[config.mk]
export PLATFORM = sky130hd
export DESIGN_NAME = id_hazard_ctrl_flat
export DESIGN_NICKNAME = d
export VERILOG_FILES = /design/src/rtl/id_hazard_ctrl_pkg.sv /design/src/rtl/id_hazard_ctrl_if.sv /design/src/rtl/id_hazard_ctrl_src_reg_decode.sv /design/src/rtl/id_hazard_ctrl.sv /design/src/flat_wrapper.sv
export SDC_FILE = /design/constraint.sdc
export NUM_CORES = 1
export LEC_CHECK = 0
export CAP_MARGIN = 20
export CELL_PAD_IN_SITES_DETAIL_PLACEMENT = 1
export CELL_PAD_IN_SITES_GLOBAL_PLACEMENT = 1
export CORE_MARGIN = 5
export CORE_UTILIZATION = 35
export CTS_CLUSTER_DIAMETER = 60
export DETAILED_ROUTE_END_ITERATION = 6
export MAX_ROUTING_LAYER = met4
export PLACE_DENSITY = 0.85
export SYNTH_ARGS = -nofsm -noshare
export SYNTH_HDL_FRONTEND = slang
export SYNTH_HIERARCHICAL = 1
export SYNTH_SLANG_ARGS = --single-unit
[constraint.sdc]
create_clock -name clk -period 4.7 [get_ports clk]
set_input_delay 0.705 -clock clk [delete_from_list [all_inputs] [get_ports clk]]
set_output_delay 0.705 -clock clk [all_outputs]
set_load 0.02 [all_outputs]
[src/rtl/id_hazard_ctrl_pkg.sv]
// Shared definitions for the WISC decode-stage hazard logic: opcodes,
// controller state encodings and a small opcode classification helper.
package id_hazard_ctrl_pkg;

  typedef enum logic [3:0] {
    OP_ADD    = 4'h0,
    OP_SUB    = 4'h1,
    OP_XOR    = 4'h2,
    OP_RED    = 4'h3,
    OP_SLL    = 4'h4,
    OP_SRA    = 4'h5,
    OP_ROR    = 4'h6,
    OP_PADDSB = 4'h7,
    OP_LW     = 4'h8,
    OP_SW     = 4'h9,
    OP_LLB    = 4'hA,
    OP_LHB    = 4'hB,
    OP_B      = 4'hC,
    OP_BR     = 4'hD,
    OP_PCS    = 4'hE,
    OP_HLT    = 4'hF
  } opcode_t;

  typedef enum logic [1:0] {
    RUN      = 2'd0,
    MEM_WAIT = 2'd1,
    HALTED   = 2'd2
  } state_t;

  // Branches are the only instructions that consume the flag register in ID.
  function automatic logic reads_flags(input opcode_t op);
    return (op == OP_B) || (op == OP_BR);
  endfunction

endpackage

[src/rtl/id_hazard_ctrl_if.sv]
// Bundle of the ID-stage hazard inputs and the pipeline enable outputs.
interface id_hazard_ctrl_if #(parameter int CNT_W = 16);
  logic [15:0]      instr_id;
  logic             noop_id;
  logic [3:0]       reg_addr_ex;
  logic             mem_read_ex;
  logic             flag_set_ex;
  logic             noop_ex;
  logic             br_taken_id;
  logic             mem_busy;
  logic             pc_en;
  logic             ifid_en;
  logic             ifid_flush;
  logic             idex_en;
  logic             idex_noop;
  logic             halted;
  logic [CNT_W-1:0] stall_cnt;

  modport master (
    output instr_id, noop_id, reg_addr_ex, mem_read_ex, flag_set_ex, noop_ex,
           br_taken_id, mem_busy,
    input  pc_en, ifid_en, ifid_flush, idex_en, idex_noop, halted, stall_cnt
  );

  modport slave (
    input  instr_id, noop_id, reg_addr_ex, mem_read_ex, flag_set_ex, noop_ex,
           br_taken_id, mem_busy,
    output pc_en, ifid_en, ifid_flush, idex_en, idex_noop, halted, stall_cnt
  );
endinterface

[src/rtl/id_hazard_ctrl_src_reg_decode.sv]
// Source-register decode for the instruction in ID. Shared with the
// forwarding unit, so it reports every register read, including the SW
// data register; callers decide which reads matter to them.
import id_hazard_ctrl_pkg::*;

module src_reg_decode (
  input  logic [15:0] instr,
  output logic        uses_rs,
  output logic        uses_rt,
  output logic        uses_rd_src,
  output logic [3:0]  rs,
  output logic [3:0]  rt,
  output logic [3:0]  rd
);
  opcode_t op;

  assign op = opcode_t'(instr[15:12]);
  assign rd = instr[11:8];
  assign rs = instr[7:4];
  assign rt = instr[3:0];

  // Shift/rotate ops carry an immediate in [3:0]; SW/LLB/LHB read [11:8].
  always_comb begin
    uses_rs     = 1'b0;
    uses_rt     = 1'b0;
    uses_rd_src = 1'b0;
    case (op)
      OP_ADD, OP_SUB, OP_XOR, OP_RED, OP_PADDSB: begin
        uses_rs = 1'b1;
        uses_rt = 1'b1;
      end
      OP_SLL, OP_SRA, OP_ROR, OP_LW, OP_BR: uses_rs = 1'b1;
      OP_SW: begin
        uses_rs     = 1'b1;
        uses_rd_src = 1'b1;
      end
      OP_LLB, OP_LHB: uses_rd_src = 1'b1;
      default: ;
    endcase
  end
endmodule

[src/rtl/id_hazard_ctrl.sv]
// Decode-stage hazard and stall controller: load-use and flag-hazard
// bubbles, memory-stall freeze, HLT handling and a saturating stall counter.
import id_hazard_ctrl_pkg::*;

module id_hazard_ctrl #(
  parameter int CNT_W = 16
) (
  input  logic              clk,
  input  logic              rst_n,
  id_hazard_ctrl_if.slave   bus
);
  state_t           state, state_nxt;
  logic [CNT_W-1:0] cnt;
  opcode_t          op;
  logic             uses_rs, uses_rt, uses_rd_src;
  logic [3:0]       rs, rt, rd;
  logic             src_match, load_use, flag_haz, hlt_id;
  logic             pc_en, ifid_en, ifid_flush, idex_en, idex_noop, halted;

  src_reg_decode u_decode (
    .instr       (bus.instr_id),
    .uses_rs     (uses_rs),
    .uses_rt     (uses_rt),
    .uses_rd_src (uses_rd_src),
    .rs          (rs),
    .rt          (rt),
    .rd          (rd)
  );

  assign op = opcode_t'(bus.instr_id[15:12]);

  // The SW data register is forwarded MEM->MEM, so only non-SW [11:8] reads count.
  assign src_match = (bus.reg_addr_ex != 4'd0) &&
                     ((uses_rs && rs == bus.reg_addr_ex) ||
                      (uses_rt && rt == bus.reg_addr_ex) ||
                      (uses_rd_src && op != OP_SW && rd == bus.reg_addr_ex));
  assign load_use  = ~bus.noop_id & bus.mem_read_ex & ~bus.noop_ex & src_match;
  assign flag_haz  = ~bus.noop_id & reads_flags(op) & bus.flag_set_ex & ~bus.noop_ex;
  assign hlt_id    = ~bus.noop_id & (op == OP_HLT);

  // Next state and pipeline controls; MEM_WAIT falls through to the RUN rules
  // as soon as mem_busy drops so no extra bubble is spent on the way out.
  always_comb begin
    state_nxt  = state;
    pc_en      = 1'b1;
    ifid_en    = 1'b1;
    ifid_flush = 1'b0;
    idex_en    = 1'b1;
    idex_noop  = 1'b0;
    halted     = 1'b0;
    if (state == HALTED) begin
      halted    = 1'b1;
      pc_en     = 1'b0;
      ifid_en   = 1'b0;
      idex_en   = ~bus.mem_busy;
      idex_noop = 1'b1;
    end else if (bus.mem_busy) begin
      pc_en     = 1'b0;
      ifid_en   = 1'b0;
      idex_en   = 1'b0;
      state_nxt = MEM_WAIT;
    end else begin
      state_nxt = RUN;
      if (load_use || flag_haz) begin
        pc_en     = 1'b0;
        ifid_en   = 1'b0;
        idex_noop = 1'b1;
      end else if (hlt_id) begin
        pc_en     = 1'b0;
        ifid_en   = 1'b0;
        state_nxt = HALTED;
      end else if (bus.br_taken_id) begin
        ifid_flush = 1'b1;
      end
    end
  end

  // Controller state register.
  always_ff @(posedge clk or negedge rst_n) begin
    if (!rst_n) state <= RUN;
    else        state <= state_nxt;
  end

  // Stall-cycle counter: counts frozen-PC cycles outside HALTED, sticks at all-ones.
  always_ff @(posedge clk or negedge rst_n) begin
    if (!rst_n)
      cnt <= '0;
    else if (state != HALTED && !pc_en && cnt != {CNT_W{1'b1}})
      cnt <= cnt + {{(CNT_W-1){1'b0}}, 1'b1};
  end

  assign bus.pc_en      = pc_en;
  assign bus.ifid_en    = ifid_en;
  assign bus.ifid_flush = ifid_flush;
  assign bus.idex_en    = idex_en;
  assign bus.idex_noop  = idex_noop;
  assign bus.halted     = halted;
  assign bus.stall_cnt  = cnt;
endmodule

[src/flat_wrapper.sv]
// flat-port wrapper written by rule: the top's interface ports become plain ports
module id_hazard_ctrl_flat 
#(
  parameter int CNT_W = 16
)
  (clk, rst_n, bus_instr_id, bus_noop_id, bus_reg_addr_ex, bus_mem_read_ex, bus_flag_set_ex, bus_noop_ex, bus_br_taken_id, bus_mem_busy, bus_pc_en, bus_ifid_en, bus_ifid_flush, bus_idex_en, bus_idex_noop, bus_halted, bus_stall_cnt);
  id_hazard_ctrl_if #(.CNT_W(CNT_W)) bus_i ();
  input  logic clk;
  input  logic rst_n;
  input wire logic [$bits(bus_i.instr_id)-1:0] bus_instr_id;
  input wire logic [$bits(bus_i.noop_id)-1:0] bus_noop_id;
  input wire logic [$bits(bus_i.reg_addr_ex)-1:0] bus_reg_addr_ex;
  input wire logic [$bits(bus_i.mem_read_ex)-1:0] bus_mem_read_ex;
  input wire logic [$bits(bus_i.flag_set_ex)-1:0] bus_flag_set_ex;
  input wire logic [$bits(bus_i.noop_ex)-1:0] bus_noop_ex;
  input wire logic [$bits(bus_i.br_taken_id)-1:0] bus_br_taken_id;
  input wire logic [$bits(bus_i.mem_busy)-1:0] bus_mem_busy;
  output wire logic [$bits(bus_i.pc_en)-1:0] bus_pc_en;
  output wire logic [$bits(bus_i.ifid_en)-1:0] bus_ifid_en;
  output wire logic [$bits(bus_i.ifid_flush)-1:0] bus_ifid_flush;
  output wire logic [$bits(bus_i.idex_en)-1:0] bus_idex_en;
  output wire logic [$bits(bus_i.idex_noop)-1:0] bus_idex_noop;
  output wire logic [$bits(bus_i.halted)-1:0] bus_halted;
  output wire logic [$bits(bus_i.stall_cnt)-1:0] bus_stall_cnt;
  assign bus_i.instr_id = bus_instr_id;
  assign bus_i.noop_id = bus_noop_id;
  assign bus_i.reg_addr_ex = bus_reg_addr_ex;
  assign bus_i.mem_read_ex = bus_mem_read_ex;
  assign bus_i.flag_set_ex = bus_flag_set_ex;
  assign bus_i.noop_ex = bus_noop_ex;
  assign bus_i.br_taken_id = bus_br_taken_id;
  assign bus_i.mem_busy = bus_mem_busy;
  assign bus_pc_en = bus_i.pc_en;
  assign bus_ifid_en = bus_i.ifid_en;
  assign bus_ifid_flush = bus_i.ifid_flush;
  assign bus_idex_en = bus_i.idex_en;
  assign bus_idex_noop = bus_i.idex_noop;
  assign bus_halted = bus_i.halted;
  assign bus_stall_cnt = bus_i.stall_cnt;
  id_hazard_ctrl #(.CNT_W(CNT_W)) u_core (.clk(clk), .rst_n(rst_n), .bus(bus_i));
endmodule
**Yosys cells after proc, flatten, opt, wreduce, memory -nomap -nowiden**

Index checks and enable logic that the tools add are counted.

- Register bits after elaboration: 18
- Bits in latches: 0
- RAM bits: 0
- ROM bits: 0
- Bits of input ports: 28
- Memories: 0

- Add/sub/neg operators: 1
- Multipliers: 0
- Divide/modulo/power cells: 0
- $lt $le $gt $ge: 0
- Equality and inequality tests: 21
- Shift-type cells: 0
- Muxes and demuxes: 21
- Bitwise gates (word level): 10
- Reduce and logical (&&, ||, !) cells: 17

Operators by type and width:

| operator | number |
|---|---|
| $eq A4 B4 Y1 const B | 7 |
| $mux W1 | 18 |
| $add A16 B1 Y16 const B | 1 |
| $eq A4 B3 Y1 const B | 4 |
| $ne A16 B16 Y1 const B | 1 |
| $eq A4 B4 Y1 | 3 |
| $reduce_or A11 Y1 | 1 |
| $eq A4 B2 Y1 const B | 2 |
| $and A1 B1 Y1 | 7 |
| $logic_and A1 B1 Y1 | 7 |
| $mux W2 | 3 |
| $reduce_or A5 Y1 | 1 |
| $eq A4 B1 Y1 const B | 1 |
| $logic_not A4 Y1 | 1 |
| $logic_or A1 B1 Y1 | 4 |
| $ne A4 B4 Y1 const B | 1 |
| $reduce_bool A4 Y1 | 1 |
| $not A1 Y1 | 3 |
| $reduce_or A3 Y1 | 1 |
| $eq A2 B2 Y1 const B | 1 |
| $ne A2 B2 Y1 const B | 1 |
| $logic_not A1 Y1 | 1 |

**Longest topological paths before layout**

Gate-level depths: netlist of run 1.

- Word-level depth: 15
- Mapped depth: 8
- Mapped depth without buffers: 6

**Cells and area by module**

The synthesis of run 1 kept the hierarchy.

By module, submodules not included:

| module | times used | cells each | area an instance (sq um) | seq. area each (sq um) |
|---|---|---|---|---|
| id_hazard_ctrl | 1 | 126 | 1203.7 | 450.4 |
| src_reg_decode | 1 | 18 | 126.4 | 0.0 |

**Worst setup path after synthesis of run 1**

OpenSTA, ideal clock, no wires.

- Path kind: input to output
- From: input bus_reg_addr_ex[0]
- To: output bus_pc_en
- Arrival time: 2.203 ns
- Slack: 1.792 ns
- Stages on the path: 5
- Path through: or4_4 > a221oi_4 > a21oi_1 > nor2_1 > buf_4

- Cells in the longest elaborated chain, start to end: 10
- Elaborated cells between the ends (all ways): 15
- Those cells by class: eq/ne: 3; mux: 3; bitwise: 1; reduce/logical: 8

RTL lines:

| item | line | source |
|---|---|---|
| start, declared | flat_wrapper.sv:12 | `input wire logic [$bits(bus_i.reg_addr_ex)-1:0] bus_reg_addr_ex;` |
| $eq A4 B4 Y1 (on tied branches) | id_hazard_ctrl.sv:34, id_hazard_ctrl.sv:35 |  |
| $logic_and A1 B1 Y1 (on tied branches) | id_hazard_ctrl.sv:34, id_hazard_ctrl.sv:35 |  |
| $logic_or A1 B1 Y1 | id_hazard_ctrl.sv:34 | `((uses_rs && rs == bus.reg_addr_ex) \|\|` |
| $logic_or A1 B1 Y1 | id_hazard_ctrl.sv:35 | `(uses_rt && rt == bus.reg_addr_ex) \|\|` |
| $logic_and A1 B1 Y1 (*) | id_hazard_ctrl.sv:33 | `assign src_match = (bus.reg_addr_ex != 4'd0) &&` |
| $and A1 B1 Y1 (*) | id_hazard_ctrl.sv:37 | `assign load_use = ~bus.noop_id & bus.mem_read_ex & ~bus.noop_ex & src_match;` |
| $logic_or A1 B1 Y1 (*) | id_hazard_ctrl.sv:64 | `if (load_use \|\| flag_haz) begin` |
| $mux W1 (*) (3 in a row) | n/a |  |
| end, declared | flat_wrapper.sv:18 | `output wire logic [$bits(bus_i.pc_en)-1:0] bus_pc_en;` |

Mark *: on every way between the ends. The rest lies on a longest branch, timed or not.

**Final worst setup path of run 1**

- From: input bus_reg_addr_ex[0]
- To: output bus_ifid_flush

- Cells in the longest elaborated chain, start to end: 10
- Elaborated cells between the ends (all ways): 15
- Those cells by class: eq/ne: 3; mux: 3; bitwise: 1; reduce/logical: 8

RTL lines:

| item | line | source |
|---|---|---|
| $eq A4 B4 Y1 (on tied branches) | id_hazard_ctrl.sv:34, id_hazard_ctrl.sv:35 |  |
| $logic_and A1 B1 Y1 (on tied branches) | id_hazard_ctrl.sv:34, id_hazard_ctrl.sv:35 |  |
| $logic_or A1 B1 Y1 | id_hazard_ctrl.sv:34 |  |
| $logic_or A1 B1 Y1 | id_hazard_ctrl.sv:35 |  |
| $logic_and A1 B1 Y1 (*) | id_hazard_ctrl.sv:33 |  |
| $and A1 B1 Y1 (*) | id_hazard_ctrl.sv:37 |  |
| $logic_or A1 B1 Y1 (*) | id_hazard_ctrl.sv:64 |  |
| $mux W1 (*) | id_hazard_ctrl.sv:64 |  |
| $mux W1 (*) | id_hazard_ctrl.sv:57 | `end else if (bus.mem_busy) begin` |
| $mux W1 (*) | id_hazard_ctrl.sv:51 | `if (state == HALTED) begin` |
| end, declared | flat_wrapper.sv:20 | `output wire logic [$bits(bus_i.ifid_flush)-1:0] bus_ifid_flush;` |

Marked as above.

==> results of run 1 <==
per-layer routing:
layer	vias to the layer above	share of wire	wire length [µm]
met5	-	0	0
met4	0	0.023	83
met3	12	0.032	115
met2	30	0.53	1900
met1	579	0.41	1490
li1	574	-	-
placed cells by master (no fill, tap or decap), drive strengths merged, types with 2 or more instances in the layout:
master	Yosys	routed
a21o	2	2
a21oi	3	3
a31oi	2	2
and3	7	7
clkbuf	0	3
clkdlybuf4s50	0	49
dfrtp	18	18
inv	6	6
mux2	4	4
nand2	8	8
nand2b	2	2
nand3	14	14
nand3b	2	2
nand4	9	9
nor2	10	10
nor3	3	3
nor3b	3	3
nor4	2	2
o21ai	2	2
xnor2	15	15
xor2	10	10
worst max-delay path by stage:
stage	startpoint	end	cells after the start	slack, ns
CTS	bus_reg_addr_ex[0]	bus_ifid_flush	6	0.86
detailed placement	bus_reg_addr_ex[0]	bus_ifid_flush	6	0.87
global route	bus_reg_addr_ex[0]	bus_ifid_flush	6	0.79
global placement	bus_reg_addr_ex[0]	bus_ifid_flush	6	0.93
finish	bus_reg_addr_ex[0]	bus_ifid_flush	6	0.88
floorplan	bus_reg_addr_ex[0]	bus_pc_en	5	1.79
flip-flops by register name, summed over array words and instances, names as in the netlist:
signal and cells:
u_core/bus.stall_cnt 16, u_core/state 2
where the power goes:
part | total [mW] | switching [mW] | internal, mW | leakage (nW)
Clock | 0.103 | 0.0457 | 0.0569 | 0.0216
Sequential | 0.214 | 0.0338 | 0.181 | 0.236
Combinational | 0.205 | 0.0981 | 0.107 | 0.467
cell type report:
class	count	share of cell area
Clock buffer	3	0.0227
Multi-Input combinational cell	106	0.415
Sequential cell	18	0.248
Inverter	6	0.0124
Tap cell	48	0.0330
Timing Repair Buffer	49	0.270
metrics by stage:
step	util	hold WS, ns	setup slack (ns)	std cells	area [µm²]
detailed placement	0.486	0.493	0.867	227	1780
global route	0.497	0.519	0.785	230	1820
finish	0.497	0.498	0.876	230	1820
global placement	0.486	0.478	0.931	227	1780
CTS	0.497	0.503	0.863	230	1820
floorplan	-	0.409	1.79	144	1330
logic make-up (layout without fill, tap and decap cells):
logic type               count (synthesis)  in the layout
XOR/XNOR                                25             25
AND/OR/NAND/NOR                         64             64
multiplexers                             4              4
flip-flops                              18             18
buffers and inverters                   20             58
adder cells (fa/ha/maj)                  1              1
AO/OA/AOI/OAI                           12             12
==> run summary, run 1 <==
Req. time, crit path = 3.99 ns
DP HPWL = 2.97 mm
Netlist cell types = 35
HP Class = flip-flop to flip-flop
Final Wtd Congestion = 0.760
Post-synthesis xor/xnor area fraction = 0.165
Status = finished, final reports clean
GRT overflow = 0
Clk slew on worst S/H paths = 0.06 ns
CTS Root Cell = clkbuf_8
Worst Skew = 0.00361 ns
Worst Reg-to-Reg Cells = 6
TritonCTS clock tree = done
Worst Max-Slew Pin Slew = 0.778 ns
Residual DRC = 0
Relative slew slack = 0.480
Startpoint Class = primary input
Mux cell area share after synthesis = 0.0339
Hold buffer count at cts = 0
Synth-to-layout area growth = 36.8%
Number of global-route vias before repair = 1310
Fraction of registers with async set/reset = 1.00
Slew Viols, Final = 0
H-Tree Depth = 1
Initial core utilization = 0.363
Global routing usage on met2 = 0.276
Wire length of the first global-routing pass = 6.14 mm
Worst-path maximum fanout = 4
Layout cell share with drive strength beyond 1 = 0.0549
Top cell family by delay on the critical path = buffers and inverters
Area leader, netlist = dfrtp_1
# Post-CTS Setup Buffers = 0
Number of synthesized flops with an enable pin = 0
Drt total wl = 3.59 mm
Ant diodes = 0
Cell Rows = 22
Crit path capture type = primary output
Synth top area share = 0.339
Most frequent CP cell = clkdlybuf4s50_1
CTS Sinks = 18
Synth top area cells = dfrtp_1 34%, xnor2_1 9.9%, buf_4 7.3%
RSZ-0062 raised after global routing = false
Final hold vios = 0
Crit-path max cell delay = 0.61 ns
Reg-to-Reg End = u_core/bus.stall_cnt[1]
DRT Pass-1 Iters = 4
Yosys reg bits = 18
R2r startpoint = u_core/bus.stall_cnt[0]
Power per cell area = 287 nW/µm²
Critical path class = primary input to primary output
R2r setup slk = 2.82 ns
Inserted Clock Buffers = 3
Largest family of logic cells by synthesized area = simple AND/OR/NAND/NOR gates
Post-Synth Adder-Cell Area = 0.00941
Top Ports = 50
Final Net Count = 213
Initial antenna violation count = 0
Fmax = 262 MHz
WL/cell = 15.6 µm
Worst Hold Depth = 1
CTS Buffer Depth = 2
Tcrit/Tclk final = 0.814
Hold Path End = u_core/bus.stall_cnt[8]
Met3 GRT Util = 0.0295
P_leak = 0.724 nW
Iter 0 DRT Violations = 65
Final TNS setup = 0 ns
Synthesized area per cell = 9.24 µm²
GR peak layer = met2
Crit path arrival time = 3.12 ns
Crit path cell chain = clkdlybuf4s50_1 > or4_4 > a221oi_4 > a21oi_1 > and4b_1 > clkdlybuf4s50_1
Routed Antenna Nets = 0
Worst path slowest cell = or4_4
Synth Flop Type = dfrtp_1
Cell Area, Synth = 1330 µm²
Total track usage = 0.152
Largest net degree at the start of global routing = 19
Vias per cell = 5.20
Simple-gate share of the synthesized area = 0.280
Buf/Inv on CP = 2
Compound-Gate Fraction of Synth Area = 0.0790
Final setup vio count = 0
Hold_sp = u_core/bus.stall_cnt[8]
FILL cells = 412
Port bufs = 49
Die area = 5130 µm²
Min Tclk post-route = 3.82 ns
Area occupied by multi-input gates = 754 µm²
Max cap viols = 0
Total number of vias = 1195
Post-Syn Nets = 173
Sequential Area = 450 µm²
Sequential area share after synthesis = 0.339
Post-synth top cells = 18 x dfrtp_1, 15 x xnor2_1, 14 x nand3_1
Worst skew pair latency = 0.25 ns
Die H = 71.6 µm
Placeable Area = 3660 µm²
Routing usage on met1 = 0.164
Synth Instances = 144
Die X = 71.6 µm
Maximum vdd drop = 279 µV
Post-cts sizing count = 0
Pwr Total = 0.522 mW
Most frequent cell after synthesis = dfrtp_1
Synth warnings = 6
(Power assumes the default switching activity.)
==> run 2: changes to the inputs <==
--- a/config.mk
+++ b/config.mk
@@ -9,11 +9,11 @@
 export CELL_PAD_IN_SITES_DETAIL_PLACEMENT = 1
 export CELL_PAD_IN_SITES_GLOBAL_PLACEMENT = 1
 export CORE_MARGIN = 5
-export CORE_UTILIZATION = 35
+export CORE_UTILIZATION = 32
 export CTS_CLUSTER_DIAMETER = 60
 export DETAILED_ROUTE_END_ITERATION = 6
 export MAX_ROUTING_LAYER = met4
-export PLACE_DENSITY = 0.85
+export PLACE_DENSITY = 0.78
 export SYNTH_ARGS = -nofsm -noshare
 export SYNTH_HDL_FRONTEND = slang
 export SYNTH_HIERARCHICAL = 1
==> constraint.sdc (replaced) <==
create_clock -name clk -period 3.75 [get_ports clk]
set_input_delay 0.5625 -clock clk [delete_from_list [all_inputs] [get_ports clk]]
set_output_delay 0.5625 -clock clk [all_outputs]
set_load 0.02 [all_outputs]
==> run 2 against run 1 <==
- total power is 32% higher
- sequential cell count unchanged
- sequential share of layout area fell by 0.22 points
- final cell count grew 1.3%
- design area increased by 0.89%
- critical endpoint unchanged
- clock skew down 0.0016 ns
- wire length up 1.8%
- sequential power is 25% higher
- clock power grew 53%
- clock-buffer cell count up 1
==> run summary, run 2 (synthesis results as in run 1) <==
Worst Skew = 0.00201 ns (-0.00159 ns)
GRT overflow = 0 (unchanged)
Final instance area = 1840 µm² (+0.89%)
Hold_sp = u_core/bus.stall_cnt[8]
Post-detailed-placement cell area = 1780 µm² (+0.14%)
Hold buffer count at cts = 0 (unchanged)
CTS Root Cell = clkbuf_8
Worst-path maximum fanout = 4 (unchanged)
Final Wtd Congestion = 0.757 (-0.47%)
Largest net degree at the start of global routing = 19 (unchanged)
Reg-to-Reg End = u_core/bus.stall_cnt[1]
Number of global-route vias before repair = 1269 (-3.1%)
Placeable Area = 4030 µm² (+10%)
Commonest non-fill, non-tap cell in the layout = clkdlybuf4s50_1
Layout cell share with drive strength beyond 1 = 0.0601 (+0.00516)
Req. time, crit path = 3.19 ns (-0.80 ns)
Initial core utilization = 0.330 (-0.0332)
Residual DRC = 0 (unchanged)
Port bufs = 49 (unchanged)
Total track usage = 0.148 (-0.00401)
Synth-to-layout area growth = 38.0%
Final setup vio count = 0 (unchanged)
# Post-CTS Setup Buffers = 0 (unchanged)
Seq pwr share = 0.390 (-0.021)
Wire length of the first global-routing pass = 6.18 mm (+0.55%)
Worst Max-Slew Pin Slew = 0.800 ns (+0.0225 ns)
CTS Sinks = 18 (unchanged)
Worst skew pair latency = 0.25 ns (about the same)
Die H = 74.5 µm (+3.9%)
Int Power = 0.455 mW (+32%)
RSZ-0062 raised after global routing = false
Min Tclk post-route = 3.57 ns
Status = finished, final reports clean
Routed Antenna Nets = 0 (unchanged)
Switching part of the total power = 0.338 (-0.00222)
P_leak = 0.731 nW (+0.99%)
Initial antenna violation count = 0 (unchanged)
Worst Reg-to-Reg Cells = 6 (unchanged)
Vias per cell = 5.06 (-2.5%)
Crit path capture type = primary output
Power per cell area = 374 nW/µm² (+31%)
Worst setup margin = 0.184 ns (-0.692 ns)
Top sig layer = met4
Pwr Total = 0.687 mW (+32%)
Cell Rows = 23 (+4.5%)
Final TNS setup = 0 ns (unchanged)
Startpoint Class = primary input
Die X = 74.5 µm (+3.9%)
Maximum vdd drop = 309 µV (+11%)
Met2 WL post-DR = 1.99 mm (+4.8%)
Ant diodes = 0 (unchanged)
Critical path class = primary input to primary output
Met3 wire len = 126 µm (+9.6%)
Relative slew slack = 0.465 (-0.0151)
Most frequent cells in the layout = 49 x clkdlybuf4s50_1, 18 x dfrtp_1, 15 x xnor2_1
Inserted Clock Buffers = 3 (unchanged)
Post-cts sizing count = 0 (unchanged)
Max cap viols = 0 (unchanged)
Tcrit/Tclk final = 0.951
Die area = 5550 µm² (+8.0%)
Final Net Count = 213 (unchanged)
WL/cell = 15.7 µm (+0.50%)
Worst Setup Slack post-DPL = 0.180 ns (-0.687 ns)
Max FFs per register = 16 (unchanged)
Iter 0 DRT Violations = 45 (-31%)
Clk slew on worst S/H paths = 0.07 ns (about the same)
Met1 wire length = 1.50 mm (+1.0%)
DRT Pass-1 Iters = 4 (unchanged)
Total number of vias = 1180 (-1.3%)
Hold Slack = 0.494 ns (-0.00411 ns)
Slew Viols, Final = 0 (unchanged)
Clock network fraction of design power = 0.230 (+0.033)
R2r startpoint = u_core/bus.stall_cnt[0]
TritonCTS clock tree = done
Crit path arrival time = 3.00 ns (-0.12 ns)
Worst Hold Depth = 1 (unchanged)
Hold Path End = u_core/bus.stall_cnt[8]
Logic pwr share = 0.380 (-0.012)
DP HPWL = 2.99 mm (+0.62%)
Drt total wl = 3.65 mm (+1.8%)
Final hold vios = 0 (unchanged)
CTS Buffer Depth = 2 (unchanged)
Fmax = 280 MHz
HP Class = flip-flop to flip-flop
R2r setup slk = 1.80 ns (-1.02 ns)
P_sw = 0.232 mW (+31%)
H-Tree Depth = 1 (unchanged)
Top Ports = 50 (unchanged)
-- run 2: cell types whose count changed in the layout (fill, tap and decap cells not counted) --
cell      change
clkbuf_8      +1
-- run 2: cell type report --
type	count	area, µm²
Clock buffer	4	55.1
Inverter	6	22.5
Tap cell	50	62.6
Timing Repair Buffer	49	490
Multi-Input combinational cell	106	754
Fill cell	464	2190
Sequential cell	18	450
-- run 2: critical path: stages --
cell and delay (ns):
clkdlybuf4s50_1 0.51, or4_4 0.61, a221oi_4 0.34, a21oi_1 0.12
and4b_1 0.26, clkdlybuf4s50_1 0.60
-- run 2: per-layer routing --
metal | vias up | track usage
met5 | - | -
met4 | 0 | 0.0356
met3 | 5 | 0.0297
met2 | 21 | 0.258
met1 | 578 | 0.174
li1 | 576 | -
-- run 2: stage by stage --
step,utilization,std cells
2_1_floorplan,-,144
3_3_place_gp,0.442,229
3_5_place_dp,0.442,229
4_1_cts,0.456,233
5_1_grt,0.456,233
6_report,0.456,233
-- run 2: worst max-delay path by stage --
stage,startpoint,to,slack [ns],cells past startpoint
after floorplan,bus_reg_addr_ex[0],bus_pc_en,1.13,5
after global placement,bus_reg_addr_ex[0],bus_ifid_flush,0.27,6
after detailed placement,bus_reg_addr_ex[0],bus_ifid_flush,0.18,6
after CTS,bus_reg_addr_ex[0],bus_ifid_flush,0.17,6
after global routing,bus_reg_addr_ex[0],bus_ifid_flush,0.11,6
final,bus_reg_addr_ex[0],bus_ifid_flush,0.18,6
-- run 2: power by group through the flow --
stage | clock, mW | combinational, mW | sequential, mW
floorplan | 0 | 0.102 | 0.300
CTS | 0.165 | 0.265 | 0.270
global route | 0.175 | 0.281 | 0.276
finish | 0.158 | 0.261 | 0.268
global placement | 0 | 0.252 | 0.268
detailed placement | 0 | 0.261 | 0.272
==> run 3: changes to the inputs <==
--- a/config.mk
+++ b/config.mk
@@ -14,6 +14,7 @@
 export DETAILED_ROUTE_END_ITERATION = 6
 export MAX_ROUTING_LAYER = met4
 export PLACE_DENSITY = 0.78
+export SETUP_SLACK_MARGIN = 0.3
 export SYNTH_ARGS = -nofsm -noshare
 export SYNTH_HDL_FRONTEND = slang
 export SYNTH_HIERARCHICAL = 1
==> run 3 against run 2 <==
- clock skew barely moved
- total power fell by 0.39%
- clock-buffer cell count did not move
- final cell count did not move
- via count barely moved
- fmax rose by 8.4%
- die area did not move
- combinational power barely moved
- wire length barely moved
- hold slack did not move
- setup slack improved by 0.28 ns
- largest power group unchanged
==> run summary, run 3 (synthesis results as in run 1) <==
Port bufs = 49 (unchanged)
Crit path launch = bus_reg_addr_ex[0]
Inserted Clock Buffers = 3 (unchanged)
Total number of vias = 1179 (-0.085%)
Area occupied by multi-input gates = 754 µm² (unchanged)
Number of global-route vias before repair = 1269 (unchanged)
Final hold vios = 0 (unchanged)
Initial core utilization = 0.330 (unchanged)
Maximum vdd drop = 308 µV (-0.19%)
CTS Root Cell = clkbuf_8
Min Tclk post-route = 3.29 ns (-0.275 ns)
Max cap viols = 0 (unchanged)
Die area = 5550 µm² (unchanged)
Slew Viols, Final = 0 (unchanged)
Worst Skew = 0.00224 ns (+0.000230 ns)
Iter 0 DRT Violations = 47 (+4.4%)
Reg-to-Reg End = u_core/bus.stall_cnt[1]
RSZ-0062 raised after global routing = false
Final Wtd Congestion = 0.757 (unchanged)
DP HPWL = 2.99 mm (unchanged)
Crit path arrival time = 2.73 ns (-0.27 ns)
TritonCTS clock tree = done
Placeable Area = 4030 µm² (unchanged)
Residual DRC = 0 (unchanged)
P_leak = 0.753 nW (+2.9%)
DRT Pass-1 Iters = 4 (unchanged)
Worst Setup Slack post-DPL = 0.180 ns (unchanged)
# Post-CTS Setup Buffers = 0 (unchanged)
Vias per cell = 5.06 (about the same)
Clk slew on worst S/H paths = 0.07 ns (about the same)
R2r setup slk = 1.80 ns (about the same)
Layout cell share with drive strength beyond 1 = 0.0601 (unchanged)
Worst-path maximum fanout = 4 (unchanged)
Synth-to-layout area growth = 37.9% (about the same)
Top Ports = 50 (unchanged)
Largest net degree at the start of global routing = 19 (unchanged)
Drt total wl = 3.65 mm (about the same)
Status = finished, final reports clean
Final Net Count = 213 (unchanged)
WL/cell = 15.7 µm (about the same)
Commonest non-fill, non-tap cell in the layout = clkdlybuf4s50_1
Req. time, crit path = 3.19 ns (about the same)
HP Class = flip-flop to flip-flop
Wire length of the first global-routing pass = 6.18 mm (unchanged)
Final setup vio count = 0 (unchanged)
Cell Rows = 23 (unchanged)
Die H = 74.5 µm (unchanged)
Worst Reg-to-Reg Cells = 6 (unchanged)
Relative slew slack = 0.465 (about the same)
CTS Buffer Depth = 2 (unchanged)
Crit path capture type = primary output
Die X = 74.5 µm (unchanged)
CTS Sinks = 18 (unchanged)
Startpoint Class = primary input
Tcrit/Tclk final = 0.878 (-0.0734)
Max FFs per register = 16 (unchanged)
R2r startpoint = u_core/bus.stall_cnt[0]
Critical path class = primary input to primary output
Worst Max-Slew Pin Slew = 0.800 ns (-0.00000292 ns)
H-Tree Depth = 1 (unchanged)
Critical Path Sink = bus_ifid_flush
Final TNS setup = 0 ns (unchanged)
Worst skew pair latency = 0.25 ns (about the same)
Worst setup margin = 0.459 ns (+0.275 ns)
Most frequent cells in the layout = 45 x clkdlybuf4s50_1, 18 x dfrtp_1, 15 x xnor2_1
Power per cell area = 373 nW/µm² (-0.32%)
Sequential Area = 450 µm² (unchanged)
Ant diodes = 0 (unchanged)
GRT overflow = 0 (unchanged)
Total track usage = 0.148 (unchanged)
Fmax = 304 MHz (+8.4%)
Final Util = 0.455 (about the same)
Routed Antenna Nets = 0 (unchanged)
Initial antenna violation count = 0 (unchanged)
FILL cells = 462 (-0.43%)
run 3: cell types whose count changed in the layout (fill, tap and decap cells not counted), sizes merged:
| cell | delta |
|---|---|
| clkdlybuf4s50 | -4 |
| dlygate4sd2 | +3 |
| dlymetal6s2s | +1 |
run 3: how the worst min path moves through the flow:
stage | from | to | slack [ns] | depth (start not counted)
2_1_floorplan | rst_n | u_core/bus.stall_cnt[0] | 0.27 | 0
3_3_place_gp | u_core/bus.stall_cnt[8] | u_core/bus.stall_cnt[8] | 0.48 | 1
3_5_place_dp | u_core/bus.stall_cnt[8] | u_core/bus.stall_cnt[8] | 0.49 | 1
4_1_cts | u_core/bus.stall_cnt[8] | u_core/bus.stall_cnt[8] | 0.50 | 1
5_1_grt | u_core/bus.stall_cnt[8] | u_core/bus.stall_cnt[8] | 0.53 | 1
6_report | u_core/bus.stall_cnt[8] | u_core/bus.stall_cnt[8] | 0.49 | 1
run 3: worst max-delay path, cell delays in order:
cell             delay, ns
clkdlybuf4s50_1       0.51
or4_4                 0.61
a221oi_4              0.34
a21oi_1               0.12
and4b_1               0.26
dlygate4sd2_1         0.33
run 3: per-layer routing:
| layer | share of wire | vias up | GRT usage |
|---|---|---|---|
| li1 | - | 576 | - |
| met1 | 0.41 | 577 | 0.174 |
| met2 | 0.54 | 21 | 0.258 |
| met3 | 0.035 | 5 | 0.0297 |
| met4 | 0.0085 | 0 | 0.0356 |
| met5 | 0 | - | - |
run 3: area by class of cell:
| cell class | instances | share of cell area |
|---|---|---|
| Clock buffer | 4 | 0.0300 |
| Sequential cell | 18 | 0.246 |
| Inverter | 6 | 0.0123 |
| Multi-Input combinational cell | 106 | 0.411 |
| Timing Repair Buffer | 49 | 0.267 |
| Tap cell | 50 | 0.0341 |
run 3: timing repair:
action / 4_1_cts / 5_1_grt
resized for setup: 3 / 1
setup endpoints to repair: 3 / 1
hold buffers: 0 / 0
run 3: stage by stage:
stage | power (mW) | instances | instance area (µm²) | hold slack, ns
global placement | 0.520 | 229 | 1780 | 0.479
finish | 0.685 | 233 | 1830 | 0.494
detailed placement | 0.533 | 229 | 1780 | 0.491
global route | 0.729 | 233 | 1830 | 0.530
CTS | 0.699 | 233 | 1830 | 0.501
floorplan | 0.403 | 144 | 1330 | 0.267
run 3: power by group:
part	leakage, nW	switching, mW	internal (mW)
Sequential	0.236	0.0421	0.226
Clock	0.0288	0.0646	0.0934
Combinational	0.488	0.125	0.133
